### config.mk
export PLATFORM = sky130hd
export DESIGN_NAME = adder_bist
export DESIGN_NICKNAME = d
export VERILOG_FILES = /design/src/rtl/adder_bist_pkg.sv /design/src/rtl/adder_bist_delay.sv /design/src/rtl/adder_bist.sv
export SDC_FILE = /design/constraint.sdc
export NUM_CORES = 1
export LEC_CHECK = 0
export ABC_CLOCK_PERIOD_IN_PS = 4000
export BUFFER_PORTS_ARGS = -buffer_cell sky130_fd_sc_hd__buf_4
export CORE_MARGIN = 10
export CORE_UTILIZATION = 41
export CTS_BUF_LIST = sky130_fd_sc_hd__clkbuf_4 sky130_fd_sc_hd__clkbuf_8 sky130_fd_sc_hd__clkbuf_16
export DETAILED_ROUTE_END_ITERATION = 7
export HOLD_SLACK_MARGIN = 0.03
export SETUP_SLACK_MARGIN = 0.2
export SLEW_MARGIN = 20
export SYNTH_ARGS = -nofsm -noshare
export SYNTH_HDL_FRONTEND = slang
export SYNTH_SLANG_ARGS = --single-unit
### constraint.sdc
create_clock -name Clk -period 4 [get_ports Clk]
set_input_delay 0.2 -clock Clk [delete_from_list [all_inputs] [get_ports Clk]]
set_output_delay 0.2 -clock Clk [all_outputs]
set_load 0.005 [all_outputs]
### src/rtl/adder_bist_pkg.sv
// adder_bist_pkg: shared state encoding and vector-space helper for the adder BIST.
// Rev 1.0
`default_nettype none

package adder_bist_pkg;

   typedef enum logic [1:0] {
      ST_IDLE  = 2'd0,
      ST_RUN   = 2'd1,
      ST_DRAIN = 2'd2,
      ST_DONE  = 2'd3
   } state_e;

   function automatic int unsigned num_vectors(input int unsigned width);
      return 32'd1 << (2 * width);
   endfunction

endpackage

`default_nettype wire

### src/rtl/adder_bist_delay.sv
// adder_bist_delay: DEPTH-stage shift register carrying {valid, data} alongside the adder.
// Rev 1.0
`default_nettype none

module adder_bist_delay #(
   parameter int DW    = 4,
   parameter int DEPTH = 2
) (
   input  logic          clk_i,
   input  logic          rst_ni,
   input  logic          valid_i,
   input  logic [DW-1:0] data_i,
   output logic          valid_o,
   output logic [DW-1:0] data_o
);

   logic [DEPTH-1:0] vld_q;
   logic [DW-1:0]    data_q [DEPTH];

   always_ff @(posedge clk_i or negedge rst_ni) begin
      if (!rst_ni) begin
         vld_q <= '0;
         for (int i = 0; i < DEPTH; i++) begin
            data_q[i] <= '0;
         end
      end else begin
         vld_q     <= {vld_q[DEPTH-2:0], valid_i};
         data_q[0] <= data_i;
         for (int i = 1; i < DEPTH; i++) begin
            data_q[i] <= data_q[i-1];
         end
      end
   end

   assign valid_o = vld_q[DEPTH-1];
   assign data_o  = data_q[DEPTH-1];

endmodule

`default_nettype wire

### src/rtl/adder_bist.sv
// adder_bist: exhaustive operand sweep of a registered adder with on-chip golden compare.
// Rev 1.0
`default_nettype none

module adder_bist
   import adder_bist_pkg::*;
#(
   parameter int WIDTH   = 2,
   parameter int LATENCY = 1
) (
   input  logic               Clk,
   input  logic               Rst_n,
   input  logic               Start,
   output logic [WIDTH-1:0]   A,
   output logic [WIDTH-1:0]   B,
   input  logic [WIDTH-1:0]   Sum_reg,
   input  logic               Carry_reg,
   output logic               Busy,
   output logic               Done,
   output logic               Pass,
   output logic [2*WIDTH:0]   Pass_count,
   output logic               Fail_seen,
   output logic [2*WIDTH-1:0] First_fail
);

   localparam int            VW       = 2 * WIDTH;
   localparam logic [VW:0]   NUM_VEC  = (VW+1)'(num_vectors(WIDTH));
   localparam logic [VW:0]   CNT_ONE  = 1;
   localparam logic [VW-1:0] VEC_ONE  = 1;
   localparam logic [VW-1:0] LAST_VEC = '1;

   state_e          state_q, state_d;
   logic [VW-1:0]   vec_q, vec_d;
   logic            issue_d;
   logic [VW:0]     pass_cnt_q, pass_cnt_d;
   logic            fail_q, fail_d;
   logic [VW-1:0]   ffail_q, ffail_d;

   logic            pipe_vld;
   logic [VW-1:0]   pipe_vec;
   logic [WIDTH-1:0] pipe_a, pipe_b;
   logic [WIDTH:0]  expected;
   logic            mismatch;

   // The pipe is fed with the vector being loaded, so stage 0 mirrors {A,B}.
   adder_bist_delay #(
      .DW    (VW),
      .DEPTH (LATENCY + 1)
   ) u_delay (
      .clk_i   (Clk),
      .rst_ni  (Rst_n),
      .valid_i (issue_d),
      .data_i  (vec_d),
      .valid_o (pipe_vld),
      .data_o  (pipe_vec)
   );

   assign pipe_a = pipe_vec[VW-1:WIDTH];
   assign pipe_b = pipe_vec[WIDTH-1:0];

   always_comb begin
      state_d    = state_q;
      vec_d      = vec_q;
      issue_d    = 1'b0;
      pass_cnt_d = pass_cnt_q;
      fail_d     = fail_q;
      ffail_d    = ffail_q;
      expected   = {1'b0, pipe_a} + {1'b0, pipe_b};
      mismatch   = ({Carry_reg, Sum_reg} !== expected);

      if (pipe_vld) begin
         if (mismatch) begin
            fail_d = 1'b1;
            if (!fail_q) begin
               ffail_d = pipe_vec;
            end
         end else begin
            pass_cnt_d = pass_cnt_q + CNT_ONE;
         end
      end

      case (state_q)
         ST_IDLE, ST_DONE: begin
            if (Start) begin
               state_d    = ST_RUN;
               vec_d      = '0;
               issue_d    = 1'b1;
               pass_cnt_d = '0;
               fail_d     = 1'b0;
               ffail_d    = '0;
            end
         end
         ST_RUN: begin
            if (vec_q == LAST_VEC) begin
               state_d = ST_DRAIN;
               vec_d   = '0;
            end else begin
               vec_d   = vec_q + VEC_ONE;
               issue_d = 1'b1;
            end
         end
         ST_DRAIN: begin
            // The last vector at the pipe output is compared on this edge.
            if (pipe_vld && (pipe_vec == LAST_VEC)) begin
               state_d = ST_DONE;
            end
         end
         default: state_d = ST_IDLE;
      endcase
   end

   always_ff @(posedge Clk or negedge Rst_n) begin
      if (!Rst_n) begin
         state_q    <= ST_IDLE;
         vec_q      <= '0;
         pass_cnt_q <= '0;
         fail_q     <= 1'b0;
         ffail_q    <= '0;
      end else begin
         state_q    <= state_d;
         vec_q      <= vec_d;
         pass_cnt_q <= pass_cnt_d;
         fail_q     <= fail_d;
         ffail_q    <= ffail_d;
      end
   end

   assign A          = vec_q[VW-1:WIDTH];
   assign B          = vec_q[WIDTH-1:0];
   assign Busy       = (state_q == ST_RUN) || (state_q == ST_DRAIN);
   assign Done       = (state_q == ST_DONE);
   assign Pass       = Done && (pass_cnt_q == NUM_VEC);
   assign Pass_count = pass_cnt_q;
   assign Fail_seen  = fail_q;
   assign First_fail = ffail_q;

endmodule

`default_nettype wire
======== Word-level counts from Yosys, hierarchy flattened ========
Index checks and enable logic that the tools add are counted.
storage, ports and cells
  latch bits .............................. 0
  memory bits (read-only) ................. 0
  RAM bits ................................ 0
  flip-flop bits (word level) ............. 22
  memories kept ........................... 0
  input port bits ......................... 6
operators by class
  multipliers ............................. 0
  $lt $le $gt $ge ......................... 0
  equal/unequal tests ..................... 10
  reduce and logical (&&, ||, !) cells .... 8
  add/subtract/negate cells ............... 3
  shifts and indexed selects .............. 0
  muxes and demuxes ....................... 23
  bitwise gates (word level) .............. 0
  divide/modulo/power cells ............... 0
operators with widths
  cell                                                             count
  4-bit two-way mux                                                7
  5-bit two-way mux                                                4
  4-bit == test, second input constant                             2
  4-bit case mux with 2 select lines                               1
  1-bit two-way mux                                                6
  2-bit two-way mux                                                3
  2-bit != test, second input constant                             3
  2-bit case mux with 3 select lines                               1
  5-bit by 1-bit adder with 5-bit output, second input constant    1
  5-bit == test, second input constant                             1
  4-bit by 1-bit adder with 4-bit output, second input constant    1
  2-bit == test, second input constant                             2
  2-bit by 2-bit adder with 3-bit output                           1
  3-bit !== test                                                   1
  3-bit AND reduction                                              1
  2-bit by 1-bit == test with 1-bit output, second input constant  1
  1-bit logical AND                                                2
  2-bit zero test                                                  1
  1-bit case mux with 2 select lines                               1
  2-bit AND reduction                                              1
  2-bit nonzero test                                               1
  2-bit OR reduction                                               1
  1-bit logical OR                                                 1

======== Logic depth before layout (Yosys ltp) ========
Gate-level depths: netlist of the first run.
  word-level depth ........................ 6
  depth in mapped cells ................... 7

======== Hierarchy ========
From an unflattened synthesis of the first run, not the netlist that was laid out.
unflattened totals
  cells, all modules ...................... 111
  area total of the unflattened synthesis .. 1272.5 µm²
modules (own cells, without submodules)
  module            area each (µm²)  cells an instance  times used
  adder_bist        992.2            97                 1
  adder_bist_delay  280.3            14                 1

======== Worst setup path after synthesis of the first run ========
OpenSTA, ideal clock, no wires.
  path type ............................... register -> register
  start ................................... register u_delay.data_q (netlist bit u_delay.data_o[0])
  end ..................................... register pass_cnt_q[3], in the netlist Pass_count[3]
  setup time .............................. 0.078 ns
  clock period less this slack ............ 2.036 ns
  setup slack ............................. 1.964 ns
  arrival ................................. 1.958 ns
  required time ........................... 3.922 ns
  stages on the path, launching flop included .. 7
  path buffers ............................ 0
  cell sequence ........................... dfrtp_1 ha_1 fa_1 xnor2_2 nand4_2 or3_1 a21oi_1
on the way
  longest elaborated chain between the ends .. 6
RTL lines
  what                                      line                    RTL
  start, declared                           adder_bist_delay.sv:18  logic [DW-1:0] data_q [DEPTH];
  start signal, assigned by index           adder_bist_delay.sv:30  data_q[i] <= data_q[i-1];
  2-bit by 2-bit adder with 3-bit output *  adder_bist.sv:68        expected = {1'b0, pipe_a} + {1'b0, pipe_b};
  3-bit !== test *                          adder_bist.sv:69        mismatch = ({Carry_reg, Sum_reg} !== expected);
  5-bit two-way mux *                       adder_bist.sv:72        if (mismatch) begin
  5-bit two-way mux *                       adder_bist.sv:71        if (pipe_vld) begin
  5-bit two-way mux                         adder_bist.sv:84        if (Start) begin
  5-bit two-way mux *                       adder_bist.sv:82        case (state_q)
  named net pass_cnt_d[3]                   adder_bist.sv:35        logic [VW:0] pass_cnt_q, pass_cnt_d;
  end signal, assigned                      adder_bist.sv:122       pass_cnt_q <= pass_cnt_d;
  end, declared                             adder_bist.sv:35
The timed path passes the listed nets; every way through them passes the cells marked *.
A chain may end at the register's enable or synchronous reset.

======== Worst setup path after layout of the first run ========
Same ends and word-level chain as after synthesis.

==> results of run 1 <==
-- state kept, by name, summed over array words and instances, names as in the netlist --
signal / flops
Pass_count: 5
state_q: 2
First_fail: 4
vec_q: 4
u_delay.vld_q: 2
Fail_seen: 1
u_delay.data_o: 4
-- metrics by stage --
step / utilization (%) / instance area, um^2
floorplan: - / 1120
global placement: 51.7 / 1320
detailed placement: 51.7 / 1320
CTS: 53.5 / 1360
global route: 53.5 / 1360
finish: 53.5 / 1360
-- worst max-delay path, cell delays in order, from the launching register on --
cell	delay, ns
dfrtp_1	0.42
ha_1	0.21
fa_1	0.48
xnor2_2	0.22
nand4_2	0.24
or3_1	0.40
a21oi_1	0.15
-- worst paths after layout --
| kind | from | to | slack (ns) | depth (start not counted) |
|---|---|---|---|---|
| min reg2reg | u_delay.vld_q[0] | u_delay.vld_q[1] | 0.36 | 0 |
| min | Start | state_q[1] | 0.23 | 3 |
| max in group asynchronous | Rst_n | First_fail[0] | 3.49 | 2 |
| max reg2reg | u_delay.data_o[0] | Pass_count[3] | 1.83 | 6 |
| min in group asynchronous | Rst_n | First_fail[2] | 0.29 | 2 |
| max | u_delay.data_o[0] | Pass_count[3] | 1.83 | 6 |
-- synthesized netlist by cell type (2+ instances only) --
library cell | count | area, um^2
nand2_1 | 9 | 33.8
nor2_1 | 5 | 18.8
or3_1 | 2 | 12.5
clkbuf_1 | 2 | 7.51
xnor2_2 | 3 | 48.8
a32o_1 | 2 | 20.0
o21ai_0 | 8 | 40.0
nand3_1 | 15 | 75.1
nand2b_1 | 2 | 12.5
a21oi_1 | 6 | 30.0
mux2i_1 | 2 | 20.0
inv_1 | 9 | 33.8
ha_1 | 8 | 100
dfrtp_1 | 22 | 551
-- area by class of cell --
class | count | area (um^2)
fillers | 246 | 1180
flip-flops and latches | 22 | 551
multi-input cells | 74 | 528
repair buffers | 23 | 175
well taps | 30 | 37.5
clock buffers | 4 | 36.3
inverters | 9 | 33.8
-- layer usage --
layer / track usage (%) / vias up / wire (um)
met5: 0 / - / 0
met4: 3.23 / 0 / 28
met3: 4.49 / 5 / 165
met2: 16.5 / 25 / 1130
met1: 10.3 / 394 / 955
li1: - / 429 / -
-- cells by family after synthesis --
family                     Yosys count  share of synthesized area [%]
buffers and inverters               11                           3.69
DFF                                 22                           49.2
AOI/OAI and AO/OA                   22                           12.7
and+or+nand+nor                     37                           16.8
muxes                                2                           1.79
xor gates and xnor gates             4                           5.14
adders and majority gates            9                           10.7
-- power breakdown --
| group | switching, mW | internal [mW] |
|---|---|---|
| Combinational | 0.218 | 0.187 |
| Sequential | 0.0663 | 0.289 |
| Clock | 0.0681 | 0.0556 |
| Total | 0.352 | 0.531 |
==> flow_summary.toml, run 1 <==
[routing]
wl_per_cell_um = 14.1
drt-total-wl_mm = 2.29
drc = 0
drt_pass1_iterations = 4
via_count = 853
dr.first_iter.drc_count = 70
viasPerCell = 5.27
ant_nets = 0

[floorplanning]
die_w_um = 72.3
design.core.area_um2 = 2540
fp-row-count = 18
die_area_um2 = 5220
io_pins = 23
initial_utilization_pct = 44.0
die_h_um = 72.3

[final_layout]
drive_gt1_share_pct = 23.5
nNetsFinal = 148
final_cell_mix = "dfrtp_1, buf_4, nand3_1"
areaGrowthSynthToFinish_pct = 21.6
fin_cells = 162
diodes = 0

[clocking]
cts_made_buffers = 3
clkSinkCount = 22
cts-root-buf = "clkbuf_4"
post_cts_buffers = 0
cts_tree = "yes"
clk_latency_ns = 0.31
cts_buffer_depth = 2
path_clk_slew_ns = 0.12
h-tree-depth = 1
cts-resized-gates = 0
holdBufCountCts = 1

[placement]
gp_congestion = 0.761
dp_hpwl_mm = 1.79
port_buffers = 22
dp.cells = 157
post-place-ws_ns = 1.85

[setup_path]
arrival_ns = 2.42
cp-start-kind = "flop"
end_kind = "flop"
crit_type = "flop to flop"
path_max_fanout = 8
crit_required_ns = 4.25

[synthesis]
syn-num-nets = 122
synth-seq-area-share_pct = 49.2
synth-main-ff-cell = "dfrtp_1"
netlist_area_um2 = 1120
ys_ff_latch = 22
synth_cells = 107
synthDistinctLibCells = 26
avgSynthCellArea_um2 = 10.5
yosys_warnings = 0
synthArstFlopShare_pct = 100
synth_edf_count = 0

[power_and_ir_drop]
power_mw = 0.884
ir_worst_vdd_mv = 0.409
p_leak_nw = 0.661
power_density_nw_per_um2 = 649

[timing]
whs_ns = 0.232
hold_viol = 0
fmax_mhz = 460
finalCriticalPeriod_ns = 2.17
slew_headroom_pct = 65.6
setup-violations-final = 0
tns_ns = 0
period_share_pct = 54.4
rsz0062_at_grt = "no"
clock_skew_ns = 0.00731
fin_ws_ns = 1.83
final-max-slew-violation-count = 0
worstMarginPinSlew_ns = 0.516

[global_route]
grt.overflow.total = 0
grt_max_degree = 23
grt_pass1_wl_mm = 4.07
antenna_found_initial = 0
first_global_vias = 905
grt_util_all_layers_pct = 9.68

[run]
maxCapViolCount = 0

[min_path]
hold_class = "input pin to flop"

[run_status]
status = "completed"
Power figures use the tool's default switching activity.
==> run 2: changes to the inputs <==
--- a/config.mk
+++ b/config.mk
@@ -5,7 +5,7 @@
 export SDC_FILE = /design/constraint.sdc
 export NUM_CORES = 1
 export LEC_CHECK = 0
-export ABC_CLOCK_PERIOD_IN_PS = 4000
+export ABC_CLOCK_PERIOD_IN_PS = 1810
 export BUFFER_PORTS_ARGS = -buffer_cell sky130_fd_sc_hd__buf_4
 export CORE_MARGIN = 10
 export CORE_UTILIZATION = 41
==> constraint.sdc (replaced) <==
create_clock -name Clk -period 1.81 [get_ports Clk]
set_input_delay 0.0905 -clock Clk [delete_from_list [all_inputs] [get_ports Clk]]
set_output_delay 0.0905 -clock Clk [all_outputs]
set_load 0.005 [all_outputs]
==> flow_summary.toml, run 2 (synthesis results as in run 1) <==
[placement]
place_area_um2 = 1370
port_buffers = 22
dp_hpwl_mm = 1.91
gp_congestion = 0.759
post-place-ws_ns = -0.193

[clocking]
cts_made_buffers = 3
cts-root-buf = "clkbuf_4"
cts_tree = "yes"
path_clk_slew_ns = 0.13
h-tree-depth = 1
clkSinkCount = 22
clk_latency_ns = 0.31
cts_buffer_depth = 2

[routing]
wl_per_cell_um = 14.2
drc = 0
drt-total-wl_mm = 2.48
via_count = 907
drt_pass1_iterations = 4
viasPerCell = 5.18
dr.first_iter.drc_count = 30
ant_nets = 0

[timing]
whs_ns = 0.122
finalCriticalPeriod_ns = 2.03
fmax_mhz = 492
fin_ws_ns = -0.223
setup-violations-final = 10
clock_skew_ns = 0.00171
final-max-slew-violation-count = 0
slew_headroom_pct = 74.0
hold_viol = 0
rsz0062_at_grt = "yes"
period_share_pct = 112
worstMarginPinSlew_ns = 0.386

[run_status]
status = "finished with violations"
violations = "negative setup slack"

[setup_path]
r2r_setup_slack_ns = -0.22
path_max_fanout = 8
cpPeakStageDelay_ns = 0.47
crit_type = "flop to flop"
critPathMostFrequentCell = "buf_4"
crit_chain = "ha_2 -> fa_1 -> xnor2_2 -> buf_4 -> a311oi_2 -> buf_4 -> nand3_1 -> o21ai_1"
end_kind = "flop"
cp-start-kind = "flop"
cpMaxStageDelayCell = "fa_1"
crit_required_ns = 2.06
arrival_ns = 2.28

[floorplanning]
die_h_um = 72.3
die_w_um = 72.3
initial_utilization_pct = 44.0
die_area_um2 = 5220
design.core.area_um2 = 2540
io_pins = 23
fp-row-count = 18

[final_layout]
largest_reg_flops = 5
final_cell_mix = "buf_4, dfrtp_1, nand3_1"
nNetsFinal = 161
final_common_cell = "buf_4"
drive_gt1_share_pct = 34.5
diodes = 0
final_cell_area_um2 = 1490
areaGrowthSynthToFinish_pct = 33.0
num-fill-cells = 235

[global_route]
grt.overflow.total = 0
antenna_found_initial = 0
grt_util_all_layers_pct = 9.96
grt_pass1_wl_mm = 4.24
first_global_vias = 923
grt_max_degree = 23

[power_and_ir_drop]
power_mw = 2.17
ir_worst_vdd_mv = 0.926
p_leak_nw = 0.732
power_density_nw_per_um2 = 1460

[min_path]
hold_class = "input pin to flop"

[run]
maxCapViolCount = 0
-- run 2: cell count changes in the layout (fill, tap and decap cells not counted), moves of 3 or more --
cell / previous run / this run
buf_4: 22 / 34
o21ai_0: 8 / 2
a21oi_1: 6 / 3
a21oi_2: 0 / 3
o21ai_1: 0 / 6
-- run 2: cell type report --
class                           instances  area (um^2)  share of cell area, %
Clock buffer                            4         36.3                   2.44
Inverter                                9         33.8                   2.27
Multi-Input combinational cell         74          554                   37.2
Sequential cell                        22          551                   37.0
Tap cell                               30         37.5                   2.52
Timing Repair Buffer                   36          277                   18.6
-- run 2: where the power goes --
group	switching, mW	internal [mW]
clock	0.154	0.123
sequential	0.139	0.639
combinational	0.551	0.566
total	0.844	1.33
-- run 2: critical path, delay by kind of cell (launching register included) --
family	cells	cell delay [ns]
adders and majority gates	2	0.66
DFF	1	0.41
buffers and inverters	2	0.33
AOI/OAI and AO/OA	2	0.32
xor gates and xnor gates	1	0.17
and+or+nand+nor	1	0.08
-- run 2: stage by stage --
step                TNS [ns]  utilization (%)  cells
floorplan             -0.853                -    107
global placement      -0.651             53.8    164
detailed placement     -1.06             53.8    164
CTS                    -1.52             57.2    172
global route           -2.39             58.5    175
finish                 -1.58             58.5    175
-- run 2: final timing paths --
path / end / cells past startpoint / startpoint
hold / removal: state_q[1] / 3 / Start
hold reg to reg: u_delay.vld_q[1] / 0 / u_delay.vld_q[0]
max in group asynchronous: vec_q[2] / 2 / Rst_n
setup / recovery: First_fail[3] / 8 / u_delay.data_o[0]
min in group asynchronous: First_fail[1] / 2 / Rst_n
setup reg to reg: First_fail[3] / 8 / u_delay.data_o[0]
-- run 2: metal layers --
| layer | GRT usage, % | wire (um) | part of all wire [%] |
|---|---|---|---|
| met3 | 2.86 | 127 | 5.1 |
| met1 | 10.5 | 1050 | 42 |
| met2 | 18.1 | 1260 | 51 |
| met5 | 0 | 0 | 0 |
| met4 | 3.87 | 37 | 1.5 |
-- run 2: what timing repair did --
item                                   4_1_cts  5_1_grt
pin swaps                                   10        2
gates resized for setup                      3        7
endpoints found under the hold margin       22        0
hold buffers                                 1        0
setup endpoints to repair                   10       12
buffers inserted                             3        3
cloned                                       0        0
